[src/rtl/instruction_fetch_pkg.sv]
// Shared definitions for the 8051 pipeline front end: IR layout, bubble word and opcode names.
package instruction_fetch_pkg;

    localparam int unsigned IR_W        = 16;
    localparam int unsigned OPCODE_MSB  = 15;
    localparam int unsigned OPCODE_LSB  = 8;
    localparam int unsigned OPERAND_MSB = 7;
    localparam int unsigned OPERAND_LSB = 0;

    localparam logic [IR_W-1:0] NOP_INSTR_DEFAULT = 16'h0000;

    typedef enum logic [7:0] {
        OP_NOP  = 8'h00,
        OP_AJMP = 8'h01,
        OP_LJMP = 8'h02,
        OP_JZ   = 8'h60,
        OP_SJMP = 8'h80
    } opcode_e;

    function automatic logic [7:0] ir_opcode(input logic [IR_W-1:0] ir);
        return ir[OPCODE_MSB:OPCODE_LSB];
    endfunction

    function automatic logic [7:0] ir_operand(input logic [IR_W-1:0] ir);
        return ir[OPERAND_MSB:OPERAND_LSB];
    endfunction

endpackage

[src/rtl/instruction_fetch_queue.sv]
// Two-entry prefetch FIFO of {pc, instr}; clear wins over push, and push+pop while full is allowed.
module fetch_queue
    import instruction_fetch_pkg::*;
#(
    parameter int unsigned ADDR_W = 8
) (
    input  logic              clk,
    input  logic              rst_n,
    input  logic              clear,
    input  logic              push,
    input  logic [ADDR_W-1:0] push_pc,
    input  logic [IR_W-1:0]   push_instr,
    input  logic              pop,
    output logic [ADDR_W-1:0] head_pc,
    output logic [IR_W-1:0]   head_instr,
    output logic [1:0]        occupancy,
    output logic              full,
    output logic              empty
);

    logic [ADDR_W-1:0] pc_mem    [2];
    logic [IR_W-1:0]   instr_mem [2];
    logic              wr_ptr_q;
    logic              rd_ptr_q;
    logic [1:0]        count_q;
    logic              do_push;
    logic              do_pop;

    always_comb begin
        empty      = (count_q == 2'd0);
        full       = (count_q == 2'd2);
        occupancy  = count_q;
        head_pc    = pc_mem[rd_ptr_q];
        head_instr = instr_mem[rd_ptr_q];
        do_pop     = pop && !empty;
        do_push    = push && (!full || do_pop);
    end

    always_ff @(posedge clk) begin
        if (!rst_n || clear) begin
            wr_ptr_q <= 1'b0;
            rd_ptr_q <= 1'b0;
            count_q  <= 2'd0;
        end else begin
            if (do_push) wr_ptr_q <= !wr_ptr_q;
            if (do_pop)  rd_ptr_q <= !rd_ptr_q;
            case ({do_push, do_pop})
                2'b10:   count_q <= count_q + 2'd1;
                2'b01:   count_q <= count_q - 2'd1;
                default: count_q <= count_q;
            endcase
        end
    end

    always_ff @(posedge clk) begin
        if (do_push && !clear) begin
            pc_mem[wr_ptr_q]    <= push_pc;
            instr_mem[wr_ptr_q] <= push_instr;
        end
    end

endmodule

[src/rtl/instruction_fetch.sv]
// Fetch stage: PC generation, ROM request issue, prefetch buffering and the Instruction Register.
module instruction_fetch
    import instruction_fetch_pkg::*;
#(
    parameter int unsigned       ADDR_W    = 8,
    parameter logic [ADDR_W-1:0] RESET_PC  = '0,
    parameter logic [IR_W-1:0]   NOP_INSTR = NOP_INSTR_DEFAULT
) (
    input  logic              i_clk,
    input  logic              i_rst_n,
    input  logic              i_stall,
    input  logic              i_pc_load,
    input  logic [ADDR_W-1:0] i_pc_target,
    output logic              o_imem_en,
    output logic [ADDR_W-1:0] o_imem_addr,
    input  logic [IR_W-1:0]   i_imem_rdata,
    output logic [IR_W-1:0]   o_ir,
    output logic              o_ir_valid,
    output logic [ADDR_W-1:0] o_ir_pc
);

    logic              run_q;
    logic [ADDR_W-1:0] fetch_pc_q;
    logic              epoch_q;
    logic              inflight_q;
    logic              inflight_epoch_q;
    logic [ADDR_W-1:0] inflight_pc_q;
    logic [IR_W-1:0]   ir_q;
    logic              ir_valid_q;
    logic [ADDR_W-1:0] ir_pc_q;

    logic [1:0]        occupancy;
    logic              q_full;
    logic              q_empty;
    logic [ADDR_W-1:0] head_pc;
    logic [IR_W-1:0]   head_instr;

    logic              resp_live;
    logic [1:0]        pending;
    logic              accept;
    logic              redirect;
    logic              bypass;
    logic              q_push;
    logic              q_pop;

    fetch_queue #(
        .ADDR_W (ADDR_W)
    ) u_queue (
        .clk        (i_clk),
        .rst_n      (i_rst_n),
        .clear      (redirect),
        .push       (q_push),
        .push_pc    (inflight_pc_q),
        .push_instr (i_imem_rdata),
        .pop        (q_pop),
        .head_pc    (head_pc),
        .head_instr (head_instr),
        .occupancy  (occupancy),
        .full       (q_full),
        .empty      (q_empty)
    );

    // A response is live only if it was issued in the current epoch; a redirect
    // toggles the epoch, so the read issued in the redirect cycle is dropped on return.
    always_comb begin
        resp_live = inflight_q && (inflight_epoch_q == epoch_q);
        pending   = occupancy + {1'b0, resp_live};
        accept    = !i_stall || !ir_valid_q;
        redirect  = i_pc_load && ir_valid_q && !i_stall;
        q_pop     = accept && !redirect && !q_empty;
        bypass    = accept && !redirect && q_empty && resp_live;
        q_push    = resp_live && !redirect && !bypass && (!q_full || q_pop);
        o_imem_en = run_q && (pending < 2'd2);
    end

    always_ff @(posedge i_clk) begin
        if (!i_rst_n) begin
            run_q            <= 1'b0;
            fetch_pc_q       <= RESET_PC;
            epoch_q          <= 1'b0;
            inflight_q       <= 1'b0;
            inflight_epoch_q <= 1'b0;
            inflight_pc_q    <= RESET_PC;
            ir_q             <= NOP_INSTR;
            ir_valid_q       <= 1'b0;
            ir_pc_q          <= RESET_PC;
        end else begin
            run_q            <= 1'b1;
            inflight_q       <= o_imem_en;
            inflight_epoch_q <= epoch_q;
            inflight_pc_q    <= fetch_pc_q;

            if (redirect) begin
                fetch_pc_q <= i_pc_target;
                epoch_q    <= !epoch_q;
            end else if (o_imem_en) begin
                fetch_pc_q <= fetch_pc_q + ADDR_W'(1);
            end

            if (redirect) begin
                ir_q       <= NOP_INSTR;
                ir_valid_q <= 1'b0;
            end else if (accept) begin
                if (!q_empty) begin
                    ir_q       <= head_instr;
                    ir_pc_q    <= head_pc;
                    ir_valid_q <= 1'b1;
                end else if (bypass) begin
                    ir_q       <= i_imem_rdata;
                    ir_pc_q    <= inflight_pc_q;
                    ir_valid_q <= 1'b1;
                end else begin
                    ir_q       <= NOP_INSTR;
                    ir_valid_q <= 1'b0;
                end
            end
        end
    end

    assign o_imem_addr = fetch_pc_q;
    assign o_ir        = ir_q;
    assign o_ir_valid  = ir_valid_q;
    assign o_ir_pc     = ir_pc_q;

endmodule

[config.mk]
export PLATFORM = sky130hd
export DESIGN_NAME = instruction_fetch
export DESIGN_NICKNAME = d
export VERILOG_FILES = /design/src/rtl/instruction_fetch_pkg.sv /design/src/rtl/instruction_fetch_queue.sv /design/src/rtl/instruction_fetch.sv
export SDC_FILE = /design/constraint.sdc
export NUM_CORES = 1
export LEC_CHECK = 0
export CAP_MARGIN = 20
export CORE_AREA = 10 10 102 104
export CTS_CLUSTER_SIZE = 16
export DETAILED_ROUTE_END_ITERATION = 6
export DIE_AREA = 0 0 112 114
export GPL_TIMING_DRIVEN = 0
export PLACE_DENSITY = 0.78
export SLEW_MARGIN = 20
export SYNTH_ARGS = -nofsm -noshare
export SYNTH_HDL_FRONTEND = slang
export SYNTH_SLANG_ARGS = --single-unit
[constraint.sdc]
create_clock -name i_clk -period 5.5 [get_ports i_clk]
set_input_delay 0.55 -clock i_clk [delete_from_list [all_inputs] [get_ports i_clk]]
set_output_delay 0.55 -clock i_clk [all_outputs]
set_load 0.005 [all_outputs]
* After elaboration in Yosys (flattened, before gate mapping)
Memory sizes are Yosys's and may differ from the RTL's. A register that Yosys moved wholly into a read port is not among the register bits. Cells that the tools add are included.
Storage, ports and cells: bits in registers 49, bits in latches 0, memory bits (writable) 48, bits in read-only memories 0, bits of input ports 28, output and inout bits 34, word-level logic and storage cells 75, memories kept 2
Memories:
- u_queue.instr_mem | depth 2, width 16, rd ports 1, clocked after Yosys merged registers in 1, write ports 1, RTL line instruction_fetch_queue.sv:22 | logic [IR_W-1:0] instr_mem [2];
- u_queue.pc_mem | depth 2, width 8, rd ports 1, clocked after Yosys merged registers in 1, write ports 1, RTL line instruction_fetch_queue.sv:21 | logic [ADDR_W-1:0] pc_mem [2];
Cells by class: $add $sub $neg 4, $mul 0, div/mod/pow operators 0, order comparisons 1, equal/unequal tests 5, shift-type cells 0, muxes and demuxes 16, bitwise gates (word level) 2, reductions and logical operators 33
Operators with widths (count):
- 16-bit two-way mux | 2
- 8-bit two-way mux | 4
- 1-bit logical AND | 14
- 1-bit logical NOT | 10
- 1-bit two-way mux | 9
- 8-bit by 1-bit adder with 8-bit output, second input constant | 1
- 2-bit equality test, second input constant | 2
- 1-bit logical OR | 4
- 2-bit one-hot mux with 2 select lines | 1
- 2-bit nonzero test | 2
- 3-bit AND reduction | 1
- 2-bit by 1-bit adder with 2-bit output | 1
- 2-bit by 1-bit adder with 2-bit output, second input constant | 1
- 2-bit by 1-bit equality test with 1-bit output, second input constant | 1
- 2-bit logical NOT | 1
- 2-bit < comparator, second input constant | 1
- 2-bit by 1-bit != test with 1-bit output, second input constant | 1
- 1-bit NOT | 2
- 2-bit OR reduction | 1
- 2-bit by 1-bit subtractor with 2-bit output, second input constant | 1
- 1-bit equality test | 1

* Longest topological paths before layout
Gate-level depths: netlist of the first run.
depth after elaboration 13, depth in mapped cells 8, mapped depth without buffers 7

* Cells and area by module
Synthesis of the first run repeated with hierarchy kept, for this count alone.
Unflattened totals: cell total of the unflattened synthesis 313, area, all modules 3965.1 um^2
Modules (own cells, without submodules):
- instruction_fetch | times used 1, cells an instance 211, area each 2003.2 um^2, seq. area each 900.9 um^2
- fetch_queue | times used 1, cells an instance 102, area each 1961.9 um^2, seq. area each 1541.5 um^2

* Worst setup path after synthesis of the first run
No wires, ideal clock.
kind input to register, start point input port i_stall, end point memory u_queue.instr_mem[0][0] (enable), setup time 0.405 ns, data arrival time 2.228 ns, required time 5.095 ns, path slack 2.867 ns, stages 5, buffers on the path 1, path through clkbuf_1 -> a21boi_0 -> o311ai_1 -> nand2b_1 -> nor2_1
On the way: cells in the longest elaborated chain, start to end 13, elaborated cells between the ends (all ways) 19, classes of those cells mux: 2; reduce/logical: 17
RTL lines:
- start: declaration | RTL line instruction_fetch.sv:11 | input logic i_stall,
- 1-bit logical NOT (*) | RTL line instruction_fetch.sv:68, instruction_fetch.sv:69
- 1-bit logical AND | RTL line instruction_fetch.sv:69 | redirect = i_pc_load && ir_valid_q && !i_stall;
- 1-bit logical NOT
- 1-bit logical AND | RTL line instruction_fetch.sv:70, instruction_fetch.sv:71
- 1-bit logical AND (2 in a row) | RTL line instruction_fetch.sv:71 | bypass = accept && !redirect && q_empty && resp_live;
- 1-bit logical NOT | RTL line instruction_fetch.sv:72 | q_push = resp_live && !redirect && !bypass && (!q_full || q_pop);
- 1-bit logical AND (2 in a row) | RTL line instruction_fetch.sv:72
- 1-bit logical AND | RTL line instruction_fetch_queue.sv:36 | do_push = push && (!full || do_pop);
- 1-bit logical AND (*) | RTL line instruction_fetch_queue.sv:56 | if (do_push && !clear) begin
- 1-bit two-way mux (*) | RTL line instruction_fetch_queue.sv:56
- 1-bit two-way mux (not written as such) (*) | RTL line instruction_fetch_queue.sv:58 | instr_mem[wr_ptr_q] <= push_instr;
- end: declaration | RTL line instruction_fetch_queue.sv:22
Every way passes the cells marked *; elsewhere a longest branch is shown, timed or not.

* Worst setup path in the final report of the first run
start point input port i_stall, end point register u_queue.count_q[1] (netlist: u_queue.occupancy[1])
On the way: cells in the longest elaborated chain, start to end 12, elaborated cells between the ends (all ways) 21, classes of those cells eq/ne: 2; mux: 1; reduce/logical: 18
RTL lines:
- 1-bit logical NOT (*) | RTL line instruction_fetch.sv:68, instruction_fetch.sv:69
- 1-bit logical AND | RTL line instruction_fetch.sv:69
- 1-bit logical NOT | RTL line instruction_fetch.sv:70, instruction_fetch.sv:71, instruction_fetch.sv:72
- 1-bit logical AND | RTL line instruction_fetch.sv:70, instruction_fetch.sv:71
- 1-bit logical AND (2 in a row) | RTL line instruction_fetch.sv:71
- 1-bit logical NOT | RTL line instruction_fetch.sv:72
- 1-bit logical AND (2 in a row) | RTL line instruction_fetch.sv:72
- 1-bit logical AND | RTL line instruction_fetch_queue.sv:36
- 2-bit by 1-bit equality test with 1-bit output or 2-bit equality test (tied branches) | RTL line instruction_fetch_queue.sv:47 | case ({do_push, do_pop})
- 2-bit one-hot mux with 2 select lines or 2-bit nonzero test (tied branches)
- end signal: assignment | RTL line instruction_fetch_queue.sv:48 | 2'b10: count_q <= count_q + 2'd1;
- end signal: assignment | RTL line instruction_fetch_queue.sv:49 | 2'b01: count_q <= count_q - 2'd1;
- end signal: assignment | RTL line instruction_fetch_queue.sv:50 | default: count_q <= count_q;
- end: declaration | RTL line instruction_fetch_queue.sv:25 | logic [1:0] count_q;
Marked as above. A chain may end at the register's enable or synchronous reset.

==> results of run 1 <==
path summary, 6_finish.rpt:
path	to	from	slack, ps	depth (start not counted)
worst min register to register	u_queue.pc_mem[0][6]	inflight_pc_q[6]	470	0
worst max register to register	u_queue.occupancy[1]	o_ir_valid	3210	7
worst min-delay path	u_queue.pc_mem[0][6]	inflight_pc_q[6]	470	0
worst max-delay path	u_queue.occupancy[1]	i_stall	2700	8
cell usage in the layout, fill, tap and decap left out, types with 3 or more instances in the layout:
cell / count
sky130_fd_sc_hd__nand4_1: 4
sky130_fd_sc_hd__or4_1: 5
sky130_fd_sc_hd__o2111ai_1: 8
sky130_fd_sc_hd__nand2_1: 33
sky130_fd_sc_hd__mux2i_1: 24
sky130_fd_sc_hd__clkdlybuf4s50_1: 61
sky130_fd_sc_hd__a21boi_1: 9
sky130_fd_sc_hd__and2_1: 10
sky130_fd_sc_hd__edfxtp_1: 48
sky130_fd_sc_hd__o31ai_1: 6
sky130_fd_sc_hd__o21ai_0: 50
sky130_fd_sc_hd__buf_2: 4
sky130_fd_sc_hd__a31oi_1: 5
sky130_fd_sc_hd__buf_6: 3
sky130_fd_sc_hd__a21oi_1: 21
sky130_fd_sc_hd__clkbuf_8: 10
sky130_fd_sc_hd__nor2_1: 24
sky130_fd_sc_hd__or3_1: 3
sky130_fd_sc_hd__clkbuf_1: 17
sky130_fd_sc_hd__inv_1: 3
sky130_fd_sc_hd__nor2b_1: 17
sky130_fd_sc_hd__xnor2_1: 4
sky130_fd_sc_hd__dfxtp_1: 50
report_power, final:
| group | internal [W] | leakage [nW] | switching [W] |
|---|---|---|---|
| registers | 0.000858 | 0.844 | 0.0000559 |
| clock network | 0.000210 | 0.0987 | 0.000250 |
| logic | 0.000273 | 0.770 | 0.000328 |
cell usage after synthesis (all sizes together), types with 8 or more instances:
cell type,count,area share [%]
a21boi,10,1.8
o2111ai,8,1.7
nand2,33,3.0
clkbuf,18,1.9
mux2i,24,5.8
dfxtp,50,24
edfxtp,48,35
nor2b,17,2.6
o21ai,52,6.3
a21oi,21,2.5
and2,11,1.7
nor2,26,2.4
worst max-delay path: cells and delay by family:
family                     cells  cell delay [ps]
buffers and inverters          2              910
and+or+nand+nor                2              670
AOI/OAI and AO/OA              3              650
adders and majority gates      1              320
metrics by stage:
step                      cells  cell area, µm²  hold WS [ps]  util, %  setup WS [ps]
after floorplan             377            4130           426        -           2870
after global placement      546            4870           433     57.6           1570
after detailed placement    546            4890           445     57.8           2330
after CTS                   562            5080           461     60.0           2710
after global routing        562            5080           464     60.0           2520
final                       562            5080           466     60.0           2700
registers in the layout, summed over array words and instances (netlist names), 2 cells and up, named ones only:
name / cells
u_queue.instr_mem: 32
o_ir: 16
u_queue.pc_mem: 16
inflight_pc_q: 8
o_imem_addr: 8
o_ir_pc: 8
u_queue.occupancy: 2
area by class of cell:
class                   instances  area, µm²
well taps                     108        135
clock inverters                 7       68.8
inverters                       3       11.3
clock buffers                   9        124
fillers                       697       3380
flip-flops and latches         98       2440
multi-input cells             250       1550
repair buffers                 61        611
plain buffers                  26        144
cell families (layout without fill, tap and decap cells):
logic type | count (synthesis) | after routing | share of synthesized area [%]
and+or+nand+nor | 109 | 109 | 13.4
AOI/OAI and AO/OA | 108 | 108 | 15.6
DFF | 98 | 98 | 59.2
buffers and inverters | 29 | 106 | 3.76
muxes | 24 | 24 | 5.82
xor gates and xnor gates | 7 | 7 | 1.67
adders and majority gates | 2 | 2 | 0.606
metal layers:
layer | wire length (µm) | GRT usage [%] | vias up
met3 | 668 | 5.35 | 11
li1 | - | - | 1512
met5 | 0 | 0 | -
met2 | 4460 | 23.9 | 110
met4 | 123 | 5.58 | 0
met1 | 4330 | 18.8 | 1477
==> metrics.md, run 1 <==
| Metric | Value |
|---|---|
| DIE HEIGHT | `about 110 µm` |
| Critical path data required time | `about 5800 ps` |
| Power per unit of standard cell area | `about 400 mW/mm²` |
| Kind of end point of the critical path | `flop` |
| DIE AREA | `0.0128 mm²` |
| Diode count | `0` |
| I/O pin count | `62` |
| Die span in x | `112 µm` |
| Post-cts repair resize count | `0` |
| Setup Viol. Count Final | `0` |
| Power Total | `~0.0020 W` |
| Number of flip-flops and latches in the synthesized netlist | `about 100` |
| # port buffers | `61` |
| Share of synthesized area occupied by flip-flops and latches | `approximately 59%` |
| Clock Tree Buf Depth | `2` |
| Leakage Power | `1.71 nW` |
| Proportion of register bits with asynchronous set or reset after synthesis | `0%` |
| Post-DR wirelength/cell | `about 17 µm` |
| Vias in the first global route | `between 3000 and 4000` |
| Number of instances in the synthesized netlist | `377` |
| HPWL after DPL | `between 6 and 7 mm` |
| Number of hold buffers added after CTS | `0` |
| Overall via count from detail_route | `around 3100` |
| First-pass detailed-route iteration total | `4` |
| Vias per Instance | `around 5.5` |
| RSZ-0062 raised after global routing | `false` |
| Area of the placeable core | `roughly 0.0085 mm²` |
| Fraction of the cycle the final worst path needs | `~51%` |
| Site row count | `34` |
| Critical Path Source Type | `primary input` |
| Synth Cell Area | `about 0.0041 mm²` |
| Post-route DRC | `0` |
| Placer congestion estimate | `approximately 0.9` |
| Starting density of the core | `between 40 and 50%` |
| Depth of the CTS H-tree | `3` |
| Number of max-capacitance violations reported | `0` |
| Outcome | `finished, final reports clean` |
| Sink Count | `just under 100` |
| Maximum clock frequency | `0.357 GHz` |
| Largest vdd supply drop | `0.189 mV` |
| Dominant synthesized flop cell | `sky130_fd_sc_hd__dfxtp_1` |
| Clock tree from TritonCTS | `yes` |
| Remaining antenna violation count after routing | `0` |
| DRT Wirelength | `about 9.6 mm` |
| Setup Buffers After CTS | `0` |
| Slew HR | `between 40% and 50%` |
| Worst setup skew after layout | `between 10 and 15 ps` |
| GRT Overall Usage | `between 10% and 20%` |
| Layout cell share with drive strength beyond 1 | `approximately 6.6%` |
| Top fanout value on the critical path | `10` |
| Cell Chain, Critical Path | `clkdlybuf4s50_1 > clkbuf_1 > a21boi_0 > o311ai_1 > nand2b_1 > ha_1 > or3_1 > a21oi_1` |
| Slew of the pin with the lowest slew margin | `approximately 760 ps` |
| Critical path class | `primary input to flop` |
| Drt initial violations | `roughly 180` |
| Classification of the worst-slack hold path | `flop to flop` |
| Number of antenna violations at the first check in global routing | `0` |
| Global-route wire length before repair | `15.9 mm` |
| Overflow after GRT | `0` |
| Final critical-path required period | `approximately 2800 ps` |
| Synth warn | `0` |
| Synth-to-Final Area Change | `23.1%` |
| Clock buffer count from CTS | `9` |
| Distinct cell type count of the synthesized netlist | `44` |
| Crit path largest cell delay | `around 540 ps` |
| Clock latency reported for the late side of the worst-skew pair | `roughly 360 ps` |
| Final hold violation count | `0` |
| Final sum of negative setup slack | `0 ps` |
| Pin count of the biggest net entering global routing | `25` |
| Critical Path Slowest Stage Cell | `sky130_fd_sc_hd__clkdlybuf4s50_1` |
| Final layout net count | `between 400 and 500` |
| CP arrival | `3100 ps` |
| Clock input transition at the sequential cells of the worst setup and hold paths | `roughly 90 ps` |
| Clock root buffer | `sky130_fd_sc_hd__clkbuf_8` |
| Syn nets | `approximately 410` |
| EDFF count, synth | `48` |
| Max-slew violation count | `0` |
| Per-instance average area after synthesis | `11.0 µm²` |
No activity file was read; power rests on OpenSTA's default activity.
==> run 2: changes to the inputs <==
Settings changed: CORE_AREA 10 10 102 104 to 10 10 104 106, DIE_AREA 0 0 112 114 to 0 0 114 116.
Clock period 5.5 ns to 2.32 ns, I/O delays scaled along.
==> metrics.md, run 2 (synthesized netlist as in run 1, its figures left out) <==
| Metric | Value |
|---|---|
| Outcome | `finished, final reports clean` |
| GR Layer Usage met3 | `3.77% (-1.6 points)` |
| Power Total | `0.00481 W (+140%)` |
| Overflow after GRT | `0 (unchanged)` |
| Clock tree from TritonCTS | `yes` |
| Met2 Use GR | `24.8% (+0.86 points)` |
| Post-DR wirelength/cell | `17.7 µm (+3.6%)` |
| Vias per Instance | `5.65 (+2.1%)` |
| Final layout net count | `480 (+0.21%)` |
| Layout cell share with drive strength beyond 1 | `7.91% (+1.3 points)` |
| Remaining antenna violation count after routing | `0 (unchanged)` |
| Diode count | `0 (unchanged)` |
| Global-route wire length before repair | `16.0 mm (+0.60%)` |
| Clock latency reported for the late side of the worst-skew pair | `360 ps (about the same)` |
| Final critical-path required period | `2290 ps` |
| DIE HEIGHT | `116 µm (+1.8%)` |
| Final sum of negative setup slack | `0 ps (unchanged)` |
| Critical path data required time | `2090 ps (-3700 ps)` |
| Worst setup skew after layout | `14.1 ps (+2.77 ps)` |
| Vias in the first global route | `3215 (+2.4%)` |
| Placer congestion estimate | `0.909 (+1.4%)` |
| Kind of end point of the critical path | `output pin` |
| Final instance area | `0.00513 mm² (+0.94%)` |
| Die span in x | `114 µm (+1.8%)` |
| Starting density of the core | `47.6% (-1.2 points)` |
| Site row count | `34 (unchanged)` |
| Critical path class | `flop to output pin` |
| Post-Place Cells | `546 (unchanged)` |
| GRT met1 Usage | `18.2% (-0.56 points)` |
| Max FFs per register | `32 (unchanged)` |
| Slew of the pin with the lowest slew margin | `753 ps (-11.4 ps)` |
| RSZ-0062 raised after global routing | `true` |
| Sink Count | `98 (unchanged)` |
| Synth-to-Final Area Change | `24.2%` |
| Clock buffer count from CTS | `9 (unchanged)` |
| I/O pin count | `62 (unchanged)` |
| Critical Path Source Type | `flop` |
| First-pass detailed-route iteration total | `5 (+1)` |
| Clock Tree Buf Depth | `2 (unchanged)` |
| Post-route DRC | `0 (unchanged)` |
| Overall via count from detail_route | `3182 (+2.3%)` |
| HPWL after DPL | `6.86 mm (+2.7%)` |
| Maximum clock frequency | `roughly 0.44 GHz` |
| Pin count of the biggest net entering global routing | `25 (unchanged)` |
| Placed cell area | `0.00489 mm² (unchanged)` |
| Classification of the worst-slack hold path | `primary input to flop` |
| Clock input transition at the sequential cells of the worst setup and hold paths | `90 ps (about the same)` |
| Setup Viol. Count Final | `0 (unchanged)` |
| Number of max-capacitance violations reported | `0 (unchanged)` |
| DRT Wirelength | `9.94 mm (+3.8%)` |
| Power per unit of standard cell area | `938 mW/mm² (+140%)` |
| GRT Overall Usage | `15.0% (-0.19 points)` |
| Depth of the CTS H-tree | `3 (unchanged)` |
| Top Usage Layer GRT | `met2` |
| Largest vdd supply drop | `0.404 mV (+110%)` |
| Number of hold buffers added after CTS | `0 (unchanged)` |
| Most frequent standard cell in the layout excluding fill and tap cells | `sky130_fd_sc_hd__clkdlybuf4s50_1` |
| CP arrival | `2060 ps (-1040 ps)` |
| Slew HR | `49.7% (+0.76 points)` |
| Leakage Power | `1.74 nW (+1.8%)` |
| Top fanout value on the critical path | `10 (unchanged)` |
| Post-layout instance count excluding filler cells | `563 (+0.18%)` |
| Largest reg by FF count | `u_queue.instr_mem` |
| Number of antenna violations at the first check in global routing | `0 (unchanged)` |
| # port buffers | `61 (unchanged)` |
| Final hold violation count | `0 (unchanged)` |
| Instance count along the most critical hold path | `1 (+1)` |
| Fraction of the cycle the final worst path needs | `a little over nine tenths` |
| Most frequent cells in the layout | `sky130_fd_sc_hd__clkdlybuf4s50_1, sky130_fd_sc_hd__o21ai_0, sky130_fd_sc_hd__dfxtp_1, sky130_fd_sc_hd__edfxtp_1, sky130_fd_sc_hd__nand2_1` |
| Area of the placeable core | `0.00868 mm² (+2.5%)` |
| Number of cells traversed by the worst register-to-register path | `7 (unchanged)` |
| Max-slew violation count | `0 (unchanged)` |
| Drt initial violations | `290 (+60%)` |
| DIE AREA | `0.0132 mm² (+3.6%)` |
| Clock root buffer | `sky130_fd_sc_hd__clkbuf_8` |
run 2: path summary, 6_finish.rpt:
| path | from | to | slack (ps) |
|---|---|---|---|
| worst max register to register | o_ir_valid | u_queue.occupancy[1] | 90 |
| worst min register to register | inflight_pc_q[6] | u_queue.pc_mem[0][6] | 470 |
| worst min-delay path | i_rst_n | run_q | 360 |
| worst max-delay path | inflight_epoch_q | o_imem_en | 30 |
run 2: worst max-delay path, cell delays in order, from the launching register on:
cell and delay, ps:
sky130_fd_sc_hd__dfxtp_1 350, sky130_fd_sc_hd__xnor2_2 160, sky130_fd_sc_hd__a31oi_2 430, sky130_fd_sc_hd__buf_6 210, sky130_fd_sc_hd__nor2_1 70, sky130_fd_sc_hd__clkdlybuf4s50_1 480
run 2: final cells by class:
cell class,count,area (µm²)
buffer,26,145
clock buffer,10,128
clock inverter,6,87.6
fill,718,3550
inverter,3,11.3
multi-input combinational,250,1560
sequential,98,2440
tap,108,135
timing repair buffer,62,618
run 2: power by group:
part	leakage (nW)	switching, W	internal (W)	total [W]
clock	0.111	0.000585	0.000612	0.00120
sequential	0.844	0.000136	0.00203	0.00217
combinational	0.788	0.000787	0.000656	0.00144
run 2: per-layer routing:
layer,vias to the layer above,wire length (µm)
met1,1513,4280
met5,-,0
met3,22,724
li1,1507,-
met2,140,4750
met4,0,192
run 2: per-stage QoR:
step | util [%] | worst slack [ps] | hold slack [ps]
after global placement | 56.2 | -1250 | 434
after floorplan | - | -153 | 260
after global routing | 59.1 | -59.5 | 381
final | 59.1 | 28.0 | 359
after detailed placement | 56.3 | -549 | 446
after CTS | 59.0 | 1.36 | 351
run 2: repair_timing:
action	in CTS	in global routing
resized for setup	3	2
setup buffers	1	0
pin swaps	1	0
setup endpoints to repair	51	50
==> run 3: changes to the inputs <==
Settings changed: CAP_MARGIN 20 to not set, CORE_AREA 10 10 104 106 to 2 2 96 98, DIE_AREA 0 0 114 116 to 0 0 98 100.
==> metrics.md, run 3 (synthesized netlist as in run 1, its figures left out) <==
| Metric | Value |
|---|---|
| Outcome | `finished, final reports clean` |
| Placed cell area | `0.00489 mm² (about the same)` |
| Die span in x | `98 µm (-14%)` |
| HPWL after DPL | `6.29 mm (-8.4%)` |
| DIE HEIGHT | `100 µm (-14%)` |
| I/O pin count | `62 (unchanged)` |
| Instance count along the most critical hold path | `1 (unchanged)` |
| Placer congestion estimate | `0.869 (-4.4%)` |
| Vias per Instance | `5.48 (-3.1%)` |
| Slew of the pin with the lowest slew margin | `781 ps (+27.8 ps)` |
| DIE AREA | `0.00980 mm² (-26%)` |
| Classification of the worst-slack hold path | `primary input to flop` |
| Drt initial violations | `227 (-22%)` |
| Post-route DRC | `0 (unchanged)` |
| Critical path class | `primary input to flop` |
| DRT Wirelength | `9.23 mm (-7.2%)` |
| Final hold violation count | `0 (unchanged)` |
| Largest reg by FF count | `u_queue.instr_mem` |
| Vias in the first global route | `3036 (-5.6%)` |
| Clock buffer count from CTS | `9 (unchanged)` |
| First-pass detailed-route iteration total | `4 (-1)` |
| Diode count | `0 (unchanged)` |
| Final layout net count | `480 (unchanged)` |
| Kind of end point of the critical path | `flop` |
| Crit path launch | `i_stall` |
| Number of max-capacitance violations reported | `0 (unchanged)` |
| Largest vdd supply drop | `0.421 mV (+4.4%)` |
| Area of the placeable core | `0.00889 mm² (+2.4%)` |
| Clock input transition at the sequential cells of the worst setup and hold paths | `90 ps (about the same)` |
| GRT Overall Usage | `19.2% (+4.2 points)` |
| Top fanout value on the critical path | `10 (unchanged)` |
| Number of antenna violations at the first check in global routing | `0 (unchanged)` |
| Post-DR wirelength/cell | `16.3 µm (-7.7%)` |
| Worst hold endpoint | `run_q` |
| Reg2Reg Setup Slack | `110 ps (+20 ps)` |
| Slack of the critical path | `68.4 ps (+40.3 ps)` |
| Overflow after GRT | `0 (unchanged)` |
| Reg-to-Reg Start | `o_ir_valid` |
| Clock tree from TritonCTS | `yes` |
| Starting density of the core | `46.4% (-1.1 points)` |
| Synth-to-Final Area Change | `24.2% (about the same)` |
| Worst setup skew after layout | `11.2 ps (-2.94 ps)` |
| Maximum clock frequency | `0.444 GHz (+1.8%)` |
| Site row count | `35 (+2.9%)` |
| Global-route wire length before repair | `15.1 mm (-6.0%)` |
| Final critical-path required period | `2250 ps (-40.3 ps)` |
| Slew HR | `47.8% (-1.9 points)` |
| Sink Count | `98 (unchanged)` |
| Power per unit of standard cell area | `917 mW/mm² (-2.2%)` |
| Setup Viol. Count Final | `0 (unchanged)` |
| Pre-CTS worst setup slack | `-534 ps (+14.6 ps)` |
| Clock latency reported for the late side of the worst-skew pair | `350 ps (about the same)` |
| R2R Path End | `u_queue.occupancy[1]` |
| Pin count of the biggest net entering global routing | `25 (unchanged)` |
| Most frequent cells in the layout | `sky130_fd_sc_hd__clkdlybuf4s50_1, sky130_fd_sc_hd__o21ai_0, sky130_fd_sc_hd__dfxtp_1, sky130_fd_sc_hd__edfxtp_1, sky130_fd_sc_hd__nand2_1` |
| Depth of the CTS H-tree | `3 (unchanged)` |
| Number of cells traversed by the worst register-to-register path | `7 (unchanged)` |
| Max FFs per register | `32 (unchanged)` |
| Overall via count from detail_route | `3099 (-2.6%)` |
| Final instance area | `0.00513 mm² (about the same)` |
| Critical Path Source Type | `primary input` |
| Leakage Power | `1.72 nW (-1.1%)` |
| Clock root buffer | `sky130_fd_sc_hd__clkbuf_8` |
| Critical path data required time | `2600 ps (+510 ps)` |
| Number of hold buffers added after CTS | `0 (unchanged)` |
| Fraction of the cycle the final worst path needs | `97.1% (-1.7 points)` |
| Clock Tree Buf Depth | `2 (unchanged)` |
| Remaining antenna violation count after routing | `0 (unchanged)` |
| Max-slew violation count | `0 (unchanged)` |
| # port buffers | `61 (unchanged)` |
| Start point of the worst min-delay path | `i_rst_n` |
| Layout cell share with drive strength beyond 1 | `7.69% (-0.22 points)` |
| CP arrival | `2530 ps (+470 ps)` |
| Most frequent standard cell in the layout excluding fill and tap cells | `sky130_fd_sc_hd__clkdlybuf4s50_1` |
## run 3: changes by cell type in the layout (fill, tap and decap cells not counted), sizes merged
cell      previous run  this run
buf                  8         9
bufinv               2         1
clkbuf              28        27
clkinv               2         3
clkinvlp             0         1
inv                  5         4
## run 3: what timing repair did
item,in CTS,in global routing
endpoints found under the setup margin,11,40
buffers inserted,0,1
pin swaps,1,2
resized for setup,3,4
cloned,0,0
## run 3: worst max-delay path by stage
stage / slack (ps) / end
2_1_floorplan: -150 / u_queue.instr_mem[0][0]
3_3_place_gp: -1320 / u_queue.instr_mem[1][9]
3_5_place_dp: -530 / u_queue.occupancy[1]
4_1_cts: 40 / o_imem_en
5_1_grt: -10 / u_queue.occupancy[1]
6_report: 70 / u_queue.occupancy[1]
## run 3: layout make-up
class	count	area, µm²
repair buffers	62	618
well taps	111	139
clock buffers	10	138
clock inverters	6	63.8
multi-input cells	250	1570
fillers	765	3760
plain buffers	26	145
flip-flops and latches	98	2440
inverters	3	11.3
## run 3: power breakdown
group          internal (W)  switching, W  leakage (nW)
logic              0.000656      0.000784         0.779
clock network      0.000529      0.000571         0.100
registers           0.00203      0.000131         0.844
total               0.00322       0.00149          1.72
## run 3: critical path, cell delays in order
cell and delay (ps):
sky130_fd_sc_hd__clkdlybuf4s50_1 550, sky130_fd_sc_hd__buf_2 250, sky130_fd_sc_hd__a21boi_0 120, sky130_fd_sc_hd__o311ai_1 350
sky130_fd_sc_hd__nand2b_2 260, sky130_fd_sc_hd__ha_1 280, sky130_fd_sc_hd__or3_1 350, sky130_fd_sc_hd__a21oi_1 130
## run 3: routing by layer
| layer | track usage, % | up-vias | part of all wire, % |
|---|---|---|---|
| li1 | - | 1514 | - |
| met1 | 25.1 | 1473 | 44 |
| met2 | 32.2 | 100 | 49 |
| met3 | 3.06 | 12 | 5.2 |
| met4 | 7.48 | 0 | 1.9 |
| met5 | 0 | - | 0 |
## run 3: stage by stage
step | power, W | std cells | utilization (%) | hold slack [ps] | setup TNS, ps
after global routing | 0.00496 | 566 | 57.7 | 353 | -12.7
after CTS | 0.00471 | 565 | 57.5 | 361 | 0
after floorplan | 0.00303 | 377 | - | 260 | -7340
after detailed placement | 0.00362 | 549 | 55.0 | 436 | -17860
final | 0.00470 | 566 | 57.7 | 368 | 0
after global placement | 0.00357 | 549 | 54.9 | 432 | -63490
